## src/rtl/mem_access_unit.sv

```systemverilog
// mem_access_unit: MEM-stage load/store unit driving a word-aligned request/ack data bus.
module mem_access_unit #(
  parameter int TIMEOUT_CYCLES = 16
) (
  input  logic        clk,
  input  logic        rst,
  input  logic        op_valid,
  input  logic        op_read,
  input  logic        op_write,
  input  logic [2:0]  op_size,
  input  logic [31:0] op_addr,
  input  logic [31:0] op_wdata,
  output logic        lsu_stall,
  output logic [31:0] lsu_rdata,
  output logic        lsu_done,
  output logic        misalign_err,
  output logic        bus_err,
  output logic        bus_req,
  output logic        bus_we,
  output logic [31:0] bus_addr,
  output logic [3:0]  bus_be,
  output logic [31:0] bus_wdata,
  input  logic        bus_ack,
  input  logic [31:0] bus_rdata
);
  typedef enum logic [1:0] {IDLE, WAIT, DONE} state_t;
  state_t state_q, state_d;
  logic [31:0] addr_q, addr_d, wdata_q, wdata_d, rdata_q, rdata_d, cnt_q, cnt_d;
  logic [3:0] be_q, be_d;
  logic [2:0] size_q, size_d;
  logic [1:0] off_q, off_d;
  logic we_q, we_d, err_q, err_d;
  logic access, mis, op_b, op_h, ld_b, ld_h, timeout, idle_mis;
  logic [31:0] shifted, ext;
  // Size codes outside b/h/bu/hu fall through to word handling.
  assign op_b = op_size[1:0] == 2'b00;
  assign op_h = op_size[1:0] == 2'b01;
  assign ld_b = size_q[1:0] == 2'b00;
  assign ld_h = size_q[1:0] == 2'b01;
  assign access = op_valid & (op_read | op_write);
  assign mis = access & (op_h ? op_addr[0] : (!op_b & (op_addr[1:0] != 2'b00)));
  assign shifted = bus_rdata >> {off_q, 3'b000};
  assign ext = ld_b ? {{24{~size_q[2] & shifted[7]}}, shifted[7:0]}
             : ld_h ? {{16{~size_q[2] & shifted[15]}}, shifted[15:0]} : shifted;
  assign timeout = (TIMEOUT_CYCLES != 0) && (cnt_q == 32'(TIMEOUT_CYCLES - 1));
  always_comb begin
    state_d = state_q;
    addr_d  = addr_q;
    wdata_d = wdata_q;
    rdata_d = rdata_q;
    cnt_d   = cnt_q;
    be_d    = be_q;
    size_d  = size_q;
    off_d   = off_q;
    we_d    = we_q;
    err_d   = err_q;
    if (state_q == IDLE) begin
      if (mis) rdata_d = '0;
      else if (access) begin
        state_d = WAIT;
        addr_d  = {op_addr[31:2], 2'b00};
        we_d    = op_write;
        be_d    = op_b ? 4'b0001 << op_addr[1:0] : op_h ? 4'b0011 << {op_addr[1], 1'b0} : 4'b1111;
        wdata_d = op_b ? {4{op_wdata[7:0]}} : op_h ? {2{op_wdata[15:0]}} : op_wdata;
        off_d   = op_addr[1:0];
        size_d  = op_size;
        err_d   = 1'b0;
        cnt_d   = '0;
      end
    end else if (state_q == WAIT) begin
      if (bus_ack) begin
        state_d = DONE;
        rdata_d = we_q ? '0 : ext;
      end else if (timeout) begin
        state_d = DONE;
        rdata_d = '0;
        err_d   = 1'b1;
      end else cnt_d = cnt_q + 32'd1;
    end else begin
      state_d = IDLE;
      cnt_d   = '0;
    end
  end
  always_ff @(posedge clk or posedge rst) begin
    if (rst) begin
      state_q <= IDLE;
      addr_q  <= '0;
      wdata_q <= '0;
      rdata_q <= '0;
      cnt_q   <= '0;
      be_q    <= '0;
      size_q  <= '0;
      off_q   <= '0;
      we_q    <= 1'b0;
      err_q   <= 1'b0;
    end else begin
      state_q <= state_d;
      addr_q  <= addr_d;
      wdata_q <= wdata_d;
      rdata_q <= rdata_d;
      cnt_q   <= cnt_d;
      be_q    <= be_d;
      size_q  <= size_d;
      off_q   <= off_d;
      we_q    <= we_d;
      err_q   <= err_d;
    end
  end
  // Combinational terms are gated by rst so outputs drop immediately on reset.
  assign idle_mis     = !rst & (state_q == IDLE) & mis;
  assign lsu_stall    = !rst & ((state_q == WAIT) | ((state_q == IDLE) & access & !mis));
  assign lsu_done     = (state_q == DONE) | idle_mis;
  assign misalign_err = idle_mis;
  assign bus_err      = (state_q == DONE) & err_q;
  assign lsu_rdata    = idle_mis ? '0 : rdata_q;
  assign bus_req      = state_q == WAIT;
  assign bus_we       = we_q;
  assign bus_addr     = addr_q;
  assign bus_be       = be_q;
  assign bus_wdata    = wdata_q;
endmodule

```

## config.mk

```make
export PLATFORM = sky130hd
export DESIGN_NAME = mem_access_unit
export DESIGN_NICKNAME = d
export VERILOG_FILES = /design/src/rtl/mem_access_unit.sv
export SDC_FILE = /design/constraint.sdc
export NUM_CORES = 1
export LEC_CHECK = 0
export CAP_MARGIN = 20
export CORE_MARGIN = 5
export CORE_UTILIZATION = 51
export CTS_BUF_LIST = sky130_fd_sc_hd__clkbuf_4 sky130_fd_sc_hd__clkbuf_8 sky130_fd_sc_hd__clkbuf_16
export CTS_CLUSTER_DIAMETER = 80
export DETAILED_ROUTE_END_ITERATION = 6
export PLACE_DENSITY = 0.91
export SLEW_MARGIN = 20
export SYNTH_ARGS = -nofsm -noshare
export SYNTH_HDL_FRONTEND = slang
export SYNTH_SLANG_ARGS = --single-unit
```

## constraint.sdc

```tcl
create_clock -name clk -period 12.1 [get_ports clk]
set_input_delay 1.21 -clock clk [delete_from_list [all_inputs] [get_ports clk]]
set_output_delay 1.21 -clock clk [all_outputs]
set_load 0.01 [all_outputs]
```

==> results of run 1 <==
[final cells by class]
| cell class | count | area [um2] |
|---|---|---|
| multi-input cells | 560 | 3310 |
| clock buffers | 18 | 433 |
| inverters | 7 | 31.3 |
| repair buffers | 215 | 2150 |
| fillers | 917 | 3590 |
| flip-flops and latches | 139 | 3480 |
| clock inverters | 14 | 135 |
| well taps | 176 | 220 |
[cell usage in the layout, fill, tap and decap left out, drive strengths merged, types with 6 or more instances in the layout]
cell type        n
a21oi           22
a22o            17
nor2b           44
dfrtp          139
buf              7
a32o             9
or3             10
nor4             9
a211o            8
clkdlybuf4s50  208
inv             13
nand4           18
clkbuf          18
mux2i           40
nor2            44
a211oi           7
o2bb2ai          8
o211ai           9
xor2            16
and3             8
nand2          194
o21ai           46
nand3            6
[cells in the mapped netlist, drive strengths merged, types with 13 or more instances]
cell / instances / area, um2
nor2b: 44 / 285
mux2i: 40 / 400
nand4: 18 / 119
xor2: 16 / 140
a21oi: 22 / 110
a22o: 17 / 149
clkbuf: 38 / 143
nand2: 194 / 728
nor2: 44 / 168
buf: 13 / 83.8
dfrtp: 139 / 3480
o21ai: 46 / 230
[power breakdown]
part / switching, mW / internal (mW) / total (mW)
combinational: 0.254 / 0.307 / 0.561
sequential: 0.0858 / 0.571 / 0.657
clock: 0.213 / 0.289 / 0.503
[layer usage]
metal / vias up / routed length, um / share of wire / track usage
li1: 2996 / - / - / -
met1: 3063 / 7850 / 0.38 / 0.311
met2: 267 / 10100 / 0.49 / 0.414
met3: 38 / 2170 / 0.11 / 0.100
met4: 0 / 441 / 0.021 / 0.0909
met5: - / 0 / 0 / 0
[final timing paths]
| path | to | slack, ns | startpoint | depth (start not counted) |
|---|---|---|---|---|
| min in group asynchronous | bus_wdata[4] | 1.33 | rst | 2 |
| max reg2reg | cnt_q[7] | 9.55 | state_q[0] | 5 |
| min | bus_addr[11] | 0.47 | bus_addr[11] | 2 |
| min reg2reg | bus_addr[11] | 0.47 | bus_addr[11] | 2 |
| max | lsu_rdata[17] | 7.01 | op_size[0] | 7 |
| max in group asynchronous | off_q[1] | 9.63 | rst | 3 |
[critical path, stage by stage]
cell	delay (ns)
clkdlybuf4s50_1	0.95
o21a_1	0.35
nor2_1	0.12
nor3_4	0.42
buf_8	0.25
nor2b_1	0.07
clkdlybuf4s50_1	0.49
[metrics by stage]
step,total power [mW],cells,util,hold WS [ns],instance area (um2)
after floorplan,0.914,757,-,0.449,7010
after global placement,1.21,1096,0.687,0.458,9170
after detailed placement,1.22,1096,0.687,0.461,9170
after CTS,1.73,1128,0.729,0.476,9730
after global routing,1.81,1129,0.731,0.488,9750
final,1.72,1129,0.731,0.473,9750
[state kept, by name, indices dropped and copies added (netlist names)]
name	count
bus_wdata	32
cnt_q	32
rdata_q	32
bus_addr	30
bus_be	4
size_q	3
off_q	2
state_q	2
bus_we	1
err_q	1
[logic make-up (layout without fill, tap and decap cells)]
family                     Yosys count  in the layout  synth area share
and+or+nand+nor                    355            355             0.238
AOI/OAI and AO/OA                  143            143             0.144
DFF                                139            139             0.497
buffers and inverters               58            254            0.0361
muxes                               41             41            0.0604
xor gates and xnor gates            18             18            0.0225
adders and majority gates            1              1           0.00179
other                                1              2          0.000536
==> impl_metrics.yaml, run 1 <==
die:
  die_w_um: 127
  die_y_um: 127
  dieArea_um2: 16200
  ios: 211
  core_area_um2: 13300
  initial_utilization: 0.525
  core.rowCount: 42
sta:
  hold_viol: 0
  rsz0062_at_grt: "false"
  max-slew-margin-rel: 0.300
  fin_skew_ns: 0.00758
  fmax_ghz: 0.196
  tightest_slew_ns: 1.05
  fin_crit_ns: 5.09
  finalSetupViolCount: 0
  finalCritPeriodShare: 0.421
  fin_ws_ns: 7.01
  fin_tns_setup_ns: 0
  slew_violations: 0
clock_tree:
  clkLatencyLatePin_ns: 0.42
  cts_hold_buffers: 0
  cts_max_level: 4
  cts_resized: 0
  cts_buffers: 17
  clk_pin_slew_ns: 0.06
  cts_num_sinks: 139
  root_buffer: "clkbuf_16"
  clock_path_buffers: 2
  cts_tree: "done"
  cts_setup_buffers: 0
placement:
  place_congestion: 0.866
  dpl.hpwl_um: 14500
  port_buffers: 208
  dp_worst_setup_slack_ns: 6.59
global_route:
  antenna_found_initial: 0
  overflow: 0
  grtUsageTotal: 0.255
  grt_first_pass_wirelength_um: 32700
  grt_pass1_vias: 6302
  grt_start_max_net_pins: 95
yosys:
  avgSynthCellArea_um2: 9.26
  syn-cell-area_um2: 7000
  synthCells: 756
  yosysSeqAreaShare: 0.497
  ys_types: 58
  yosys_warnings: 0
  synthFlopType: "dfrtp_1"
  synth_edf_count: 0
  async_flop_share: 1.00
  ys_ff_latch: 139
setup_path:
  endpoint_kind: "primary output"
  setup.worst_path.start_class: "input pin"
  critPathArrivalTime_ns: 3.88
  crit_type: "input pin to primary output"
  cp_data_required_time_ns: 10.89
  cp_max_fo: 24
run:
  maxCapViolations: 0
route:
  ant_nets: 0
  viasPerCell: 5.64
  routedWlPerCell_um: 18.2
  dr.first_iter.drc_count: 464
  num_vias: 6364
  drc: 0
  wl_um: 20500
  drt_pass1_iterations: 5
final_layout:
  synthToLayoutAreaGrowth_pct: 39.3
  final_nets: 1046
  drive_above_1_share: 0.0619
  diodes: 0
pwr:
  powerDensity_nw_per_um2: 176
  ir_worst_vdd_uv: 122
  power_leakage_nw: 4.42
hold_path:
  hp-class: "register to register"
run_status:
  status: "complete, no violations"
Note: power is estimated with default switching activity, not from simulation.
==> run 2, diff against run 1 <==
Settings changed: CORE_UTILIZATION 51 to 48, PLACE_DENSITY 0.91 to 0.86.
Clock period 12.1 ns to 5.2 ns, I/O delays scaled along.
==> impl_metrics.yaml, run 2 (synthesis gave the netlist of run 1 again) <==
run_status:
  status: "complete, no violations"
route:
  drc: 0
  dr_wl_met3_um: 2150
  dr.first_iter.drc_count: 476
  ant_nets: 0
  routed.top_layer: "met4"
  viasPerCell: 5.55
  routedWlPerCell_um: 17.9
  wl_um: 20300
  dr_wl_met2_um: 9800
  num_vias: 6313
  drt_pass1_iterations: 6
  met1_length_um: 7960
pwr:
  powerDensity_nw_per_um2: 423
  seq_power_share: 0.358
  p_int_mw: 2.93
  combinationalPowerShare: 0.320
  switching_share: 0.298
  net-switching-power_mw: 1.25
  power_frac_clock: 0.322
  ir_worst_vdd_uv: 261
  power.total_mw: 4.17
  power_leakage_nw: 4.47
setup_path:
  timing.rr.end: "rdata_q[26]"
  cpMostUsedCell: "clkdlybuf4s50_1"
  crit_path_top_delay_cell: "clkdlybuf4s50_1"
  endpoint_kind: "primary output"
  max_stage_delay_ns: 0.96
  critPathArrivalTime_ns: 3.11
  r2r_start: "cnt_q[25]"
  crit_type: "input pin to primary output"
  ff2ff_path_depth: 6
  setup.worst_path.start_class: "input pin"
  cp_data_required_time_ns: 4.68
  r2r_setup_slack_ns: 2.57
  worstPathCellList: "clkdlybuf4s50_1, o21a_1, nor2_1, nor3_4, buf_4, a21o_1, clkdlybuf4s50_1"
  cp_max_fo: 34
clock_tree:
  cts_setup_buffers: 0
  cts_hold_buffers: 0
  cts_max_level: 4
  cts_buffers: 17
  clock_path_buffers: 2
  cts_tree: "done"
  cts_resized: 0
  root_buffer: "clkbuf_16"
  cts_num_sinks: 139
  clk_pin_slew_ns: 0.06
  clkLatencyLatePin_ns: 0.42
sta:
  finalCritPeriodShare: 0.697
  slew_violations: 0
  fin_skew_ns: 0.00858
  max-slew-margin-rel: 0.274
  finalSetupViolCount: 0
  fin_crit_ns: 3.63
  rsz0062_at_grt: "false"
  fin_tns_setup_ns: 0
  hold_viol: 0
  tightest_slew_ns: 1.09
  fmax_ghz: 0.276
placement:
  place_inst: 1106
  dpl.hpwl_um: 14200
  place_congestion: 0.887
  port_buffers: 208
global_route:
  overflow: 0
  antenna_found_initial: 0
  grt_pass1_vias: 6200
  grt_start_max_net_pins: 106
  grt_first_pass_wirelength_um: 32000
  grtUsageTotal: 0.241
hold_path:
  hold_start: "bus_addr[12]"
  hp-class: "register to register"
  min_path_cells: 2
  whs_endpoint: "bus_addr[12]"
run:
  maxCapViolations: 0
final_layout:
  diodes: 0
  drive_above_1_share: 0.0618
  final_nets: 1047
  final_cell_mix: "208 x clkdlybuf4s50_1, 193 x nand2_1, 139 x dfrtp_1"
  synthToLayoutAreaGrowth_pct: 40.7
  finalNonFillerCells: 1138
  final_common_cell: "clkdlybuf4s50_1"
die:
  dieArea_um2: 17100
  core_area_um2: 14400
  die_y_um: 131
  die_w_um: 131
  initial_utilization: 0.485
  ios: 211
  core.rowCount: 44
==> run 2: cell types whose count changed in the layout (fill, tap and decap cells not counted), moves of 2 or more <==
cell	before	now
inv_6	5	3
clkinv_2	3	0
bufinv_16	1	4
buf_4	5	8
clkbuf_8	0	5
inv_8	2	0
==> run 2: area by class of cell <==
class / count / area, um2
Clock buffer: 24 / 509
Tap cell: 184 / 230
Timing Repair Buffer: 216 / 2140
Clock inverter: 8 / 154
Inverter: 7 / 31.3
Multi-Input combinational cell: 560 / 3310
Fill cell: 1088 / 4570
Sequential cell: 139 / 3480
==> run 2: worst max-delay path by stage <==
stage,startpoint,endpoint,slack [ns],depth (start not counted)
floorplan,rst,bus_addr[10],0.96,1
global placement,op_size[0],lsu_done,1.63,7
detailed placement,op_size[0],lsu_done,1.58,7
CTS,op_size[0],lsu_done,1.57,7
global route,op_size[0],lsu_done,1.41,7
finish,op_size[0],lsu_done,1.57,7
==> run 2: power by group through the flow <==
stage | Sequential, mW | Clock (mW) | Combinational, mW
floorplan | 1.54 | 0 | 0.590
global placement | 1.50 | 0 | 1.31
detailed placement | 1.51 | 0 | 1.34
CTS | 1.50 | 1.36 | 1.35
global route | 1.53 | 1.41 | 1.46
finish | 1.49 | 1.34 | 1.33
==> run 2: metrics by stage <==
stage	hold slack [ns]	utilization	instance area (um2)	setup WS, ns
global route	0.496	0.683	9850	1.41
detailed placement	0.462	0.637	9190	1.58
finish	0.472	0.683	9850	1.57
floorplan	0.449	-	7010	0.955
CTS	0.477	0.683	9850	1.57
global placement	0.456	0.637	9190	1.63
==> run 2: critical path, delay by kind of cell <==
kind / cells / cell delay, ns
AOI/OAI and AO/OA: 2 / 0.49
buffers and inverters: 3 / 1.83
and+or+nand+nor: 2 / 0.25
==> run 2: metal layers <==
layer | global-route usage | vias up
li1 | - | 2997
met1 | 0.300 | 3009
met2 | 0.383 | 270
met3 | 0.103 | 37
met4 | 0.0744 | 0
met5 | 0 | -
==> run 3, diff against run 2 <==
Settings changed: CORE_UTILIZATION 48 to 43, PLACE_DENSITY 0.86 to 0.82.
Clock period 5.2 ns to 3 ns, I/O delays scaled along.
==> impl_metrics.yaml, run 3 (synthesis gave the netlist of run 1 again) <==
run_status:
  status: "complete, no violations"
global_route:
  grt_pass1_vias: 6357
  overflow: 0
  grtUsageTotal: 0.223
  grt_first_pass_wirelength_um: 32800
  antenna_found_initial: 0
  grt_start_max_net_pins: 95
sta:
  fin_tns_setup_ns: 0
  hold_viol: 0
  fin_skew_ns: 0.0110
  timing.hold.ws_ns: 0.399
  finalSetupViolCount: 0
  fin_crit_ns: 2.85
  tightest_slew_ns: 0.875
  rsz0062_at_grt: "false"
  finalCritPeriodShare: 0.951
  slew_violations: 0
  max-slew-margin-rel: 0.417
  fmax_ghz: 0.350
setup_path:
  timing.rr.end: "rdata_q[25]"
  r2r_start: "cnt_q[0]"
  critPathArrivalTime_ns: 2.55
  cp_data_required_time_ns: 2.70
  endpoint_kind: "primary output"
  ff2ff_path_depth: 7
  crit_type: "register to primary output"
  setup.worst_path.start_class: "register"
  cp_max_fo: 33
  r2r_setup_slack_ns: 0.43
die:
  core.rowCount: 46
  core_area_um2: 15900
  dieArea_um2: 18900
  die_y_um: 138
  die_w_um: 138
  initial_utilization: 0.439
  ios: 211
route:
  dr.first_iter.drc_count: 477
  ant_nets: 0
  wl_um: 20700
  num_vias: 6283
  viasPerCell: 5.32
  routedWlPerCell_um: 17.5
  drt_pass1_iterations: 7
  drc: 0
hold_path:
  hp-class: "input pin to register"
  whs_endpoint: "bus_addr[25]"
  min_path_cells: 3
  hold_start: "op_addr[25]"
clock_tree:
  clk_pin_slew_ns: 0.06
  cts_num_sinks: 139
  cts_tree: "done"
  clkLatencyLatePin_ns: 0.42
  cts_hold_buffers: 0
  root_buffer: "clkbuf_16"
  cts_buffers: 17
  clock_path_buffers: 2
  cts_resized: 0
  cts_setup_buffers: 0
  cts_max_level: 4
final_layout:
  synthToLayoutAreaGrowth_pct: 42.5
  finalNonFillerCells: 1182
  nFillCells: 1338
  final_nets: 1059
  diodes: 0
  final_common_cell: "clkdlybuf4s50_1"
  seq_area_um2: 3480
  drive_above_1_share: 0.0725
  multi_input_area_um2: 3300
  final_cell_mix: "208 x clkdlybuf4s50_1, 193 x nand2_1, 139 x dfrtp_1"
pwr:
  net-switching-power_mw: 2.20
  p_int_mw: 4.97
  power.total_mw: 7.17
  seq_power_share: 0.363
  powerDensity_nw_per_um2: 719
  combinationalPowerShare: 0.325
  power_leakage_nw: 4.51
  switching_share: 0.307
  ir_worst_vdd_uv: 386
  power_frac_clock: 0.312
placement:
  port_buffers: 208
  dpl.hpwl_um: 14800
  place_congestion: 0.834
  place_inst: 1150
run:
  maxCapViolations: 0
==> run 3: cell count changes in the layout (fill, tap and decap cells not counted), sizes merged <==
cell and delta:
inv -1, clkbuf -6, buf +12, clkinvlp +3
clkinv +4
==> run 3: worst max path at each step <==
stage                          start       endpoint  slack, ns  depth (start not counted)
after floorplan           state_q[0]       lsu_done       0.92                          5
after CTS                 state_q[0]   misalign_err       0.12                          4
after detailed placement    op_write   misalign_err       0.25                          6
after global routing      state_q[0]  lsu_rdata[19]       0.05                          5
after global placement      op_write   misalign_err       0.29                          6
final                     state_q[0]   lsu_rdata[0]       0.15                          5
==> run 3: stage by stage <==
stage          setup WS (ns)  cell area [um2]  utilization
2_1_floorplan          0.921             7010            -
3_3_place_gp           0.287             9350        0.586
3_5_place_dp           0.248             9350        0.586
4_1_cts                0.122             9980        0.626
5_1_grt               0.0454             9980        0.626
6_report               0.146             9980        0.626
==> run 3: cell type report <==
type | count | area share
inverters | 7 | 0.00301
well taps | 216 | 0.0271
flip-flops and latches | 139 | 0.349
multi-input cells | 560 | 0.331
clock buffers | 18 | 0.0434
repair buffers | 228 | 0.228
clock inverters | 14 | 0.0193
==> run 3: routing by layer <==
metal	vias up	track usage	part of all wire
met4	0	0.0682	0.017
met5	-	0	0
li1	3017	-	-
met2	224	0.364	0.49
met1	3016	0.272	0.40
met3	26	0.0884	0.094
==> run 3: power groups by stage <==
| stage | registers [mW] | clock network [mW] | logic, mW |
|---|---|---|---|
| after detailed placement | 2.62 | 0 | 2.34 |
| after global placement | 2.62 | 0 | 2.29 |
| final | 2.60 | 2.24 | 2.33 |
| after CTS | 2.60 | 2.27 | 2.36 |
| after floorplan | 2.67 | 0 | 1.02 |
| after global routing | 2.66 | 2.35 | 2.54 |
==> run 3: worst max-delay path, stage by stage (launching register included) <==
cell and delay, ns:
dfrtp_1 0.47, or3_1 0.57, nor3_4 0.29, buf_12 0.22, nor2b_1 0.07, clkdlybuf4s50_1 0.49
